`src/rtl/cpu_fetch_unit_pkg.sv`:
```
// -----------------------------------------------------------------------------
// cpu_fetch_unit_pkg
// Shared definitions for the instruction fetch stage.
//   XLEN        : architectural register / address width
//   INST_BYTES  : bytes per instruction word (PC increment)
//   fetch_state_e : FETCH_IDLE / FETCH_BUSY state encodings
//   is_misaligned : true when an address is not word aligned
// -----------------------------------------------------------------------------
package cpu_fetch_unit_pkg;

  localparam int XLEN       = 32;
  localparam int INST_BYTES = 4;

  typedef enum logic {
    FETCH_IDLE = 1'b0,
    FETCH_BUSY = 1'b1
  } fetch_state_e;

  function automatic logic is_misaligned(input logic [XLEN-1:0] addr);
    return addr[1:0] != 2'b00;
  endfunction

endpackage

```
`src/rtl/cpu_pc_reg.sv`:
```
// -----------------------------------------------------------------------------
// cpu_pc_reg
// Program counter register with redirect mux and +4 incrementer.
//   clk, rst        : clock, synchronous active-high reset
//   i_redirect      : load i_redirect_pc into pc (highest priority)
//   i_redirect_pc   : redirect target
//   i_advance       : load i_advance_base + INST_BYTES into pc
//   i_advance_base  : address of the word just fetched
//   o_pc            : current pc
//   o_misaligned    : current pc is not word aligned
// -----------------------------------------------------------------------------
module cpu_pc_reg
  import cpu_fetch_unit_pkg::*;
#(
  parameter logic [XLEN-1:0] RESET_PC = '0
) (
  input  logic            clk,
  input  logic            rst,
  input  logic            i_redirect,
  input  logic [XLEN-1:0] i_redirect_pc,
  input  logic            i_advance,
  input  logic [XLEN-1:0] i_advance_base,
  output logic [XLEN-1:0] o_pc,
  output logic            o_misaligned
);

  logic [XLEN-1:0] r_pc;
  logic [XLEN-1:0] w_pc_plus4;

  // Wraps modulo 2^XLEN naturally; the carry out is intentionally dropped.
  assign w_pc_plus4 = i_advance_base + XLEN'(INST_BYTES);

  // NOTE: sequential state uses non-blocking assignments so every register
  // samples the pre-edge values of its inputs, independent of block order.
  always_ff @(posedge clk) begin
    if (rst) begin
      r_pc <= RESET_PC;
    end else if (i_redirect) begin
      r_pc <= i_redirect_pc;
    end else if (i_advance) begin
      r_pc <= w_pc_plus4;
    end
  end

  assign o_pc         = r_pc;
  assign o_misaligned = is_misaligned(r_pc);

endmodule

```
`src/rtl/cpu_fetch_unit.sv`:
```
// -----------------------------------------------------------------------------
// cpu_fetch_unit
// Instruction fetch stage: holds the PC, performs one bus read per fetch
// request and writes the returned word into the IR.
//   clk, rst          : clock, synchronous active-high reset
//   fetch_start       : fetch request at current pc (level, sampled in IDLE)
//   pc_wr, pc_in      : redirect from execute
//   mem_addr, mem_rd  : bus read address / strobe
//   mem_data_in       : bus read data, valid with mem_ack
//   mem_ack           : one-cycle bus completion
//   ir_data, ir_wr    : word and write enable towards the IR (combinational)
//   pc                : address of next instruction to fetch
//   inst_pc           : address of the instruction held in the IR
//   busy              : fetch in progress
//   fetch_done        : pulse, cycle after IR written
//   fault_misaligned  : pulse, fetch attempted at unaligned pc
//   fault_bus         : pulse, bus did not acknowledge within TIMEOUT cycles
// -----------------------------------------------------------------------------
module cpu_fetch_unit
  import cpu_fetch_unit_pkg::*;
#(
  parameter logic [XLEN-1:0] RESET_PC = 32'h0000_0000,
  parameter logic [7:0]      TIMEOUT  = 8'd255
) (
  input  logic            clk,
  input  logic            rst,
  input  logic            fetch_start,
  input  logic            pc_wr,
  input  logic [XLEN-1:0] pc_in,
  output logic [XLEN-1:0] mem_addr,
  output logic            mem_rd,
  input  logic [XLEN-1:0] mem_data_in,
  input  logic            mem_ack,
  output logic [XLEN-1:0] ir_data,
  output logic            ir_wr,
  output logic [XLEN-1:0] pc,
  output logic [XLEN-1:0] inst_pc,
  output logic            busy,
  output logic            fetch_done,
  output logic            fault_misaligned,
  output logic            fault_bus
);

  localparam logic [7:0] TMO_LAST = TIMEOUT - 8'd1;

  fetch_state_e    r_state,    w_state_nxt;
  logic [XLEN-1:0] r_mem_addr, w_mem_addr_nxt;
  logic [XLEN-1:0] r_inst_pc,  w_inst_pc_nxt;
  logic [XLEN-1:0] r_target,   w_target_nxt;
  logic            r_pending,  w_pending_nxt;
  logic            r_restart,  w_restart_nxt;
  logic [7:0]      r_cnt,      w_cnt_nxt;
  logic            r_fetch_done, r_fault_mis, r_fault_bus;
  logic            w_fault_mis_nxt, w_fault_bus_nxt;

  logic            w_pc_redirect;
  logic [XLEN-1:0] w_pc_redirect_val;
  logic            w_pc_advance;
  logic [XLEN-1:0] w_pc;
  logic            w_pc_misaligned;
  logic            w_redirect;
  logic [XLEN-1:0] w_target_now;

  cpu_pc_reg #(
    .RESET_PC (RESET_PC)
  ) u_pc_reg (
    .clk            (clk),
    .rst            (rst),
    .i_redirect     (w_pc_redirect),
    .i_redirect_pc  (w_pc_redirect_val),
    .i_advance      (w_pc_advance),
    .i_advance_base (r_mem_addr),
    .o_pc           (w_pc),
    .o_misaligned   (w_pc_misaligned)
  );

  // A redirect arriving in the same cycle as the ack still wins over the
  // in-flight word; the latest pc_wr value is the effective target.
  assign w_redirect   = r_pending | pc_wr;
  assign w_target_now = pc_wr ? pc_in : r_target;

  // State register. Every register here is reset, including the datapath
  // ones, so reset alone defines all outputs.
  always_ff @(posedge clk) begin
    if (rst) begin
      r_state      <= FETCH_IDLE;
      r_mem_addr   <= RESET_PC;
      r_inst_pc    <= RESET_PC;
      r_target     <= RESET_PC;
      r_pending    <= 1'b0;
      r_restart    <= 1'b0;
      r_cnt        <= 8'd0;
      r_fetch_done <= 1'b0;
      r_fault_mis  <= 1'b0;
      r_fault_bus  <= 1'b0;
    end else begin
      r_state      <= w_state_nxt;
      r_mem_addr   <= w_mem_addr_nxt;
      r_inst_pc    <= w_inst_pc_nxt;
      r_target     <= w_target_nxt;
      r_pending    <= w_pending_nxt;
      r_restart    <= w_restart_nxt;
      r_cnt        <= w_cnt_nxt;
      r_fetch_done <= ir_wr;
      r_fault_mis  <= w_fault_mis_nxt;
      r_fault_bus  <= w_fault_bus_nxt;
    end
  end

  // Next-state logic.
  always_comb begin
    // NOTE: every signal gets a default before the case so no path leaves
    // one unassigned, which would otherwise infer a latch.
    w_state_nxt       = r_state;
    w_mem_addr_nxt    = r_mem_addr;
    w_inst_pc_nxt     = r_inst_pc;
    w_target_nxt      = r_target;
    w_pending_nxt     = r_pending;
    w_restart_nxt     = r_restart;
    w_cnt_nxt         = r_cnt;
    w_fault_mis_nxt   = 1'b0;
    w_fault_bus_nxt   = 1'b0;
    w_pc_redirect     = 1'b0;
    w_pc_redirect_val = pc_in;
    w_pc_advance      = 1'b0;

    unique case (r_state)
      FETCH_IDLE: begin
        if (pc_wr) begin
          // Redirect beats a fetch request so the stale pc is never fetched.
          w_pc_redirect = 1'b1;
        end else if (fetch_start || r_restart) begin
          w_restart_nxt = 1'b0;
          if (w_pc_misaligned) begin
            w_fault_mis_nxt = 1'b1;
          end else begin
            w_state_nxt    = FETCH_BUSY;
            w_mem_addr_nxt = w_pc;
            w_cnt_nxt      = 8'd0;
          end
        end
      end

      FETCH_BUSY: begin
        if (pc_wr) begin
          w_pending_nxt = 1'b1;
          w_target_nxt  = pc_in;
        end
        if (mem_ack) begin
          w_state_nxt = FETCH_IDLE;
          w_cnt_nxt   = 8'd0;
          if (w_redirect) begin
            // Discard the returned word and fetch from the target instead,
            // via one IDLE cycle so mem_rd drops between the two reads.
            w_pending_nxt     = 1'b0;
            w_pc_redirect     = 1'b1;
            w_pc_redirect_val = w_target_now;
            if (is_misaligned(w_target_now)) begin
              w_fault_mis_nxt = 1'b1;
            end else begin
              w_restart_nxt = 1'b1;
            end
          end else begin
            w_inst_pc_nxt = r_mem_addr;
            w_pc_advance  = 1'b1;
          end
        end else if (r_cnt == TMO_LAST) begin
          w_state_nxt     = FETCH_IDLE;
          w_cnt_nxt       = 8'd0;
          w_fault_bus_nxt = 1'b1;
          if (w_redirect) begin
            w_pending_nxt     = 1'b0;
            w_pc_redirect     = 1'b1;
            w_pc_redirect_val = w_target_now;
          end
        end else begin
          w_cnt_nxt = r_cnt + 8'd1;
        end
      end

      default: w_state_nxt = FETCH_IDLE;
    endcase
  end

  // Output logic.
  always_comb begin
    busy  = (r_state == FETCH_BUSY);
    // A word is written only when nothing redirected the fetch; an ack seen
    // while reset is asserted belongs to an abandoned fetch.
    ir_wr = busy && mem_ack && !w_redirect && !rst;
  end

  assign mem_rd           = busy;
  assign mem_addr         = r_mem_addr;
  assign ir_data          = mem_data_in;
  assign pc               = w_pc;
  assign inst_pc          = r_inst_pc;
  assign fetch_done       = r_fetch_done;
  assign fault_misaligned = r_fault_mis;
  assign fault_bus        = r_fault_bus;

endmodule
```
`config.mk`:
```
export PLATFORM = sky130hd
export DESIGN_NAME = cpu_fetch_unit
export DESIGN_NICKNAME = d
export VERILOG_FILES = /design/src/rtl/cpu_fetch_unit_pkg.sv /design/src/rtl/cpu_pc_reg.sv /design/src/rtl/cpu_fetch_unit.sv
export SDC_FILE = /design/constraint.sdc
export NUM_CORES = 1
export LEC_CHECK = 0
export BUFFER_PORTS_ARGS = -buffer_cell sky130_fd_sc_hd__buf_2
export CORE_MARGIN = 2
export CORE_UTILIZATION = 50
export DETAILED_ROUTE_END_ITERATION = 8
export PLACE_DENSITY = 0.77
export REMOVE_ABC_BUFFERS = 1
export SYNTH_ARGS = -nofsm -noshare
export SYNTH_HDL_FRONTEND = slang
export SYNTH_SLANG_ARGS = --single-unit
```
`constraint.sdc`:
```
create_clock -name clk -period 3.18 [get_ports clk]
set_input_delay 0.636 -clock clk [delete_from_list [all_inputs] [get_ports clk]]
set_output_delay 0.636 -clock clk [all_outputs]
set_load 0.03 [all_outputs]
```
Yosys cells after proc, flatten, opt, wreduce, memory -nomap -nowiden --
Cells that the tools add are included. Widths: inputs -> output; s select.
Word-level totals: memory bits (writable) 0, memory bits (read-only) 0, register bits after elaboration 142, memories 0, bits in latches 0
Cells by class: mux-type cells 45, reduce and logical (&&, ||, !) cells 14, shift operators 0, divide/modulo/power cells 0, bitwise operators 5, magnitude comparators 0, equal/unequal tests 7, multiply operators 0, add/sub/neg operators 2
Operators with widths (number):
- $mux 32 | 7
- $mux 8 | 5
- $add 32x3->32 const B | 1
- $mux 1 | 28
- $pmux 8 s2 | 1
- $ne 2x2->1 const B | 5
- $add 8x1->8 const B | 1
- $eq 8x8->1 const B | 1
- $pmux 1 s2 | 4
- $reduce_and 3->1 | 2
- $reduce_bool 2->1 | 3
- $reduce_and 5->1 | 1
- $not 1->1 | 4
- $reduce_and 4->1 | 1
- $logic_and 1x1->1 | 3
- $reduce_or 3->1 | 1
- $logic_not 1->1 | 2
- $ne 2x1->1 const B | 1
- $logic_or 1x1->1 | 1
- $or 1x1->1 | 1

Logic depth before layout (Yosys ltp) --
Gate-level depths: netlist of the first run.
depth in word-level cells 6, mapped depth 9

Hierarchy --
A second synthesis of the first run with hierarchy kept.
Second synthesis, totals: cell total of the unflattened synthesis 863, area total of the unflattened synthesis 6815.3 um2
By module, submodules not included:
- cpu_fetch_unit | area each 4639.4 um2, cells an instance 580, instances 1, sequential area each 2202.1 um2
- cpu_pc_reg | area each 2175.8 um2, cells an instance 283, instances 1, sequential area each 640.6 um2

Worst setup path before layout of the first run --
No wires, ideal clock.
path kind input to output, start in pc_wr, end out ir_wr, arrival time 2.062 ns, stages 6, required time 2.544 ns, slack 0.482 ns, path through buf_2 > nor2b_1 > buf_2 > nand3_1 > clkbuf_1 > nor2_1
Between the ends: word-level cells in the longest chain between the ends 4
RTL lines:
- start, declared | line cpu_fetch_unit.sv:28 | input logic pc_wr,
- $or 1x1->1 | line cpu_fetch_unit.sv:79 | assign w_redirect = r_pending | pc_wr;
- $logic_not 1->1 | line cpu_fetch_unit.sv:190 | ir_wr = busy && mem_ack && !w_redirect && !rst;
- $logic_and 1x1->1 (2 in series) | line cpu_fetch_unit.sv:190
- end, declared | line cpu_fetch_unit.sv:35 | output logic ir_wr,
No other way between the ends.

Final worst setup path of the first run --
start reg r_state (netlist: busy), end out ir_wr
Between the ends: word-level cells in the longest chain between the ends 3
RTL lines:
- start, declared | line cpu_fetch_unit.sv:46 | fetch_state_e r_state, w_state_nxt;
- start signal, assigned | line cpu_fetch_unit.sv:97 | r_state <= w_state_nxt;
- $logic_and 1x1->1 (3 in series) | line cpu_fetch_unit.sv:190
No other way between the ends.

==> results of run 1 <==
-- Yosys cell counts, drive strengths merged (10+ instances only) --
| library cell | n | area share (%) |
|---|---|---|
| nand2 | 213 | 12 |
| dfxtp | 142 | 43 |
| a21oi | 119 | 8.9 |
| buf | 58 | 6.2 |
| clkbuf | 42 | 2.5 |
| nor2 | 38 | 2.3 |
| o21ai | 16 | 1.2 |
| a211oi | 15 | 1.8 |
| nand3 | 15 | 1.1 |
| and3 | 13 | 1.2 |
| o22ai | 11 | 1.0 |
| xnor2 | 11 | 1.4 |
| nor3 | 10 | 0.83 |
-- sequential cells by signal, indices dropped and copies added (netlist names) --
signal / count
fault_misaligned: 1
u_pc_reg.o_pc: 32
fault_bus: 1
busy: 1
r_target: 32
r_cnt: 8
r_restart: 1
r_pending: 1
mem_addr: 32
fetch_done: 1
inst_pc: 32
-- report_power, final --
| part | internal, W | switching (W) |
|---|---|---|
| logic | 0.000146 | 0.000322 |
| registers | 0.00184 | 0.0000707 |
| clock network | 0.00137 | 0.000759 |
-- layout make-up --
type                       instances  share of cell area [%]
sequential                       142                   36.55
tap                              176                   2.831
timing repair buffer             154                   10.78
multi-input combinational        592                   41.31
inverter                           8                  0.3861
clock inverter                    11                   2.091
clock buffer                      21                   6.049
-- per-layer routing --
layer / GRT usage [%] / part of all wire, % / routed length (um) / up-vias
li1: - / - / - / 3064
met1: 37.95 / 44 / 8579 / 2960
met2: 39.26 / 44 / 8649 / 350
met3: 9.291 / 10 / 1992 / 33
met4: 10.29 / 1.8 / 350 / 2
met5: 3.676 / 0.22 / 44 / -
-- kinds of logic after synthesis --
logic type      Yosys count
simple gates            336
xor+xnor                 15
mux                       2
fa+ha+maj                 3
buf+inv                 108
compound gates          236
flops                   142
-- final timing paths --
path                from                to  slack, ns  depth (start not counted)
max reg2reg         busy  u_pc_reg.o_pc[1]       0.85                          5
max                 busy             ir_wr       0.48                          4
min reg2reg  inst_pc[15]       inst_pc[15]       0.45                          2
min          inst_pc[15]       inst_pc[15]       0.45                          2
-- critical path, delay by kind of cell (launching register included) --
| family | cells | cell delay, ns |
|---|---|---|
| buffers and inverters | 1 | 0.22 |
| and+or+nand+nor | 3 | 0.74 |
| DFF | 1 | 0.67 |
-- through the flow --
stage	hold WS, ns	area [um^2]
after floorplan	0.4251	6080
after global placement	0.4376	7144
after detailed placement	0.4422	7144
after CTS	0.4503	7777
after global routing	0.4646	7777
final	0.4476	7777
==> run_results.csv, run 1 <==
group,metric,value,unit
sta,fin_crit,2.698,ns
cts,cts-resized-gates,0,
logic_synthesis,synthMuxAreaShare,0.3194,%
global_routing,gr-usage-all-layers,27.45,%
final_layout,utilization,59.20,%
logic_synthesis,synth_area,0.006660,mm^2
final_layout,area_growth,16.78,%
routing,dr.pass1.iters,6,
sta,hold_viol_final,0,
sta,skew,0.005814,ns
sta,fmax,370.6,MHz
sta,setup_tns,0,ns
cts,post_cts_buffers,0,
worst_setup_path,start_kind,"flip-flop",
cts,clock-sinks,142,
final_layout,multi_input_area,0.003213,mm^2
global_routing,grt_overflow,0,
routing,vias,6409,
logic_synthesis,ys_warn_count,0,
worst_setup_path,slowest_stage,"dfxtp_1",
floorplanning,die-width,119.4,um
cts,cts_root_buffer,"clkbuf_16",
cts,htree_levels,4,
final_layout,layout_common_cells,"nand2_1 (213), dfxtp_1 (142), buf_2 (137)",
sta,period_share,84.85,%
sta,setup_viol_count_final,0,
sta,grt_setup_unrepaired,"no",
floorplanning,core-area,0.01314,mm^2
place,gp_congestion,0.8874,
logic_synthesis,synth_cell_type_count,66,
final_layout,final_cells,1104,
floorplanning,ios,203,
sta,finalMaxSlewViolations,0,
final_layout,layout.area.seq,0.002843,mm^2
worst_setup_path,critPathMaxStageDelay,0.67,ns
logic_synthesis,netlist_instances,842,
place,dpl_worst_slack,0.7026,ns
final_layout,nets,987,
final_layout,drive_gt1_share,21.98,%
cts,numCtsBuffers,17,
sta,worst_slack,0.4819,ns
worst_setup_path,cp-end-kind,"output pin",
logic_synthesis,synth_top_family_by_area,"simple AND/OR/NAND/NOR gates",
pwr,p_leak,3.117,nW
cts,clk_pin_slew,0.06,ns
global_routing,antenna_found_initial,0,
routing,drc_errors,0,
place,place_hpwl,13.35,mm
logic_synthesis,ys_ff_latch,142,
cts,clkLatencyLatePin,0.43,ns
logic_synthesis,ys.flop_type,"dfxtp_1",
worst_setup_path,required,2.54,ns
final_layout,num-fill-cells,1193,
logic_synthesis,synthAdderAreaFrac,0.5636,%
place,portBuffers,138,
global_routing,grt_start_max_net_pins,65,
routing,antenna_left,0,
sta,tightest_slew,0.9705,ns
run_status,status,"finished clean",
sta,maxSlewHeadroom,34.86,%
routing,first_iter_violations,617,
worst_setup_path,worstSetupPathType,"flip-flop to output pin",
floorplanning,row_count,42,
pwr,power,0.004506,W
flow_run,cap_violations,0,
floorplanning,die-area,0.01426,mm^2
logic_synthesis,synth-simple-area-share,22.98,%
cts,clock_path_buffers,2,
logic_synthesis,synth-xor-area-share,1.973,%
logic_synthesis,synth_area_per_cell,7.910,um^2
final_layout,n_antenna_cell,0,
floorplanning,start_util,50.70,%
worst_setup_path,arrival,2.06,ns
floorplanning,dieHeight,119.4,um
worst_hold_path,hold_class,"flip-flop to flip-flop",
pwr,ir_worst_vdd,0.3793,mV
pwr,power-per-cell-area,579.4,mW/mm^2
place,placed_cells,1072,
routing,routedWlPerCell,17.77,um
worst_setup_path,crit_chain,"nor2b_1 -> nand3_2 -> nor2_1 -> buf_2",
cts,cts_tree,"built",
worst_setup_path,cp_max_fo,17,
logic_synthesis,synth_enable_flop_cells,0,
global_routing,grt_pass1_wl,30.85,mm
logic_synthesis,ys_seq_area_share,42.68,%
routing,routed_wirelength,19.62,mm
final_layout,final_common_cell,"nand2_1",
global_routing,first_global_vias,5763,
logic_synthesis,synth_compound_gate_area_share,22.32,%
logic_synthesis,async_flop_share,0,%
cts,ctsHoldBuffers,0,
routing,routed_via_density,5.805,
(Power assumes the default switching activity.)
==> run 2, diff against run 1 <==
Clock period 3.18 ns to 2.5 ns, I/O delays scaled along.
==> run_results.csv, run 2 (synthesis gave the netlist of run 1 again) <==
group,metric,value,unit
sta,fmax,459.5,MHz
cts,htree_levels,4,
sta,period_share,87.06,%
flow_run,cap_violations,0,
routing,routedWlPerCell,17.57,um
sta,skew,0.007263,ns
run_status,status,"finished clean",
global_routing,grt_overflow,0,
final_layout,num-fill-cells,1235,
cts,cts_root_buffer,"clkbuf_16",
final_layout,drive_gt1_share,23.26,%
sta,whs,0.3347,ns
cts,cts_tree,"built",
routing,routed_wirelength,19.72,mm
sta,fin_crit,2.176,ns
floorplanning,start_util,50.70,%
sta,setup_tns,0,ns
global_routing,antenna_found_initial,0,
final_layout,layout_common_cells,"nand2_1 (213), dfxtp_1 (142), buf_2 (137)",
cts,clock_path_buffers,2,
routing,vias,6421,
cts,clkLatencyLatePin,0.42,ns
worst_setup_path,timing.reg2reg.worst_path_depth,6,
final_layout,area_growth,18.81,%
routing,antenna_left,0,
worst_setup_path,cp-end-kind,"flip-flop",
global_routing,grt_start_max_net_pins,90,
place,placed_area,0.007305,mm^2
sta,grt_setup_unrepaired,"no",
sta,tightest_slew,0.5819,ns
pwr,p_leak,3.213,nW
worst_hold_path,whs_endpoint,"r_target[2]",
routing,dr.pass1.iters,5,
floorplanning,die-width,119.4,um
place,placed_cells,1090,
worst_setup_path,required,2.82,ns
worst_hold_path,hold_class,"input pin to flip-flop",
pwr,ir_worst_vdd,0.4865,mV
place,place_hpwl,13.78,mm
worst_hold_path,whs_path_depth,3,
cts,clock-sinks,142,
floorplanning,die-area,0.01426,mm^2
worst_hold_path,min_from,"pc_in[2]",
place,gp_congestion,0.8709,
routing,drc_errors,0,
final_layout,final_common_cell,"nand2_1",
final_layout,final_cells,1122,
cts,ctsHoldBuffers,0,
worst_setup_path,reg2reg_from,"r_cnt[1]",
place,dpl_worst_slack,0.4111,ns
worst_setup_path,r2r_slack,0.32,ns
worst_setup_path,start_kind,"flip-flop",
cts,clk_pin_slew,0.06,ns
global_routing,grt_pass1_wl,30.91,mm
floorplanning,core-area,0.01314,mm^2
place,portBuffers,138,
final_layout,nets,1005,
worst_setup_path,r2r-end,"u_pc_reg.o_pc[24]",
global_routing,first_global_vias,5856,
final_layout,n_antenna_cell,0,
sta,finalMaxSlewViolations,0,
sta,hold_viol_final,0,
sta,setup_viol_count_final,0,
routing,first_iter_violations,654,
cts,cts-resized-gates,0,
routing,routed_via_density,5.723,
final_layout,fin_area,0.007913,mm^2
cts,numCtsBuffers,17,
worst_setup_path,arrival,2.50,ns
pwr,power-per-cell-area,710.1,mW/mm^2
floorplanning,ios,203,
sta,worst_slack,0.3236,ns
floorplanning,dieHeight,119.4,um
floorplanning,row_count,42,
worst_setup_path,worstSetupPathType,"flip-flop to flip-flop",
worst_setup_path,cp_max_fo,10,
global_routing,gr-usage-all-layers,27.54,%
cts,post_cts_buffers,0,
sta,maxSlewHeadroom,61.11,%
==> run 2: cell type report <==
class	count	area [um^2]	area share (%)
Clock buffer	27	533.0	6.736
Clock inverter	5	75.07	0.9488
Inverter	8	30.03	0.3795
Multi-Input combinational cell	592	3213	40.61
Sequential cell	142	2843	35.93
Tap cell	176	220.2	2.783
Timing Repair Buffer	172	998.5	12.62
==> run 2: critical path: stages, from the launching register on <==
cell and delay (ns):
dfxtp_1 0.37, ha_1 0.15, and3_1 0.23, a21o_1 0.32, and2_1 0.44, o21ai_0 0.23
a221oi_1 0.33
==> run 2: power by group <==
group	switching (W)	internal [W]
combinational	0.000423	0.000205
clock	0.000919	0.00165
sequential	0.0000785	0.00234
==> run 2: layer usage <==
metal  wire (um)  vias to the layer above  GRT usage (%)
met5          44                        -          3.676
met4         439                        2          9.265
met3        1720                       38          9.626
met2        8684                      282          40.37
met1        8827                     3011          37.47
li1            -                     3088              -
==> run 2: per-stage QoR <==
step / util (%) / total power (W)
3_3_place_gp: 55.60 / 0.003083
2_1_floorplan: - / 0.002796
6_report: 60.23 / 0.005619
5_1_grt: 60.23 / 0.005808
4_1_cts: 60.23 / 0.005634
3_5_place_dp: 55.60 / 0.003088
==> run 2: worst max-delay path by stage <==
stage                           start           endpoint  slack (ns)  cells after the start
after CTS                    r_cnt[0]   u_pc_reg.o_pc[6]        0.40                      7
after floorplan                  busy              ir_wr       -1.09                      3
after detailed placement        pc_wr  u_pc_reg.o_pc[15]        0.41                      8
final                        r_cnt[1]  u_pc_reg.o_pc[24]        0.32                      6
after global placement    mem_addr[7]  u_pc_reg.o_pc[20]        0.43                      5
after global routing         r_cnt[0]   u_pc_reg.o_pc[6]        0.03                      7
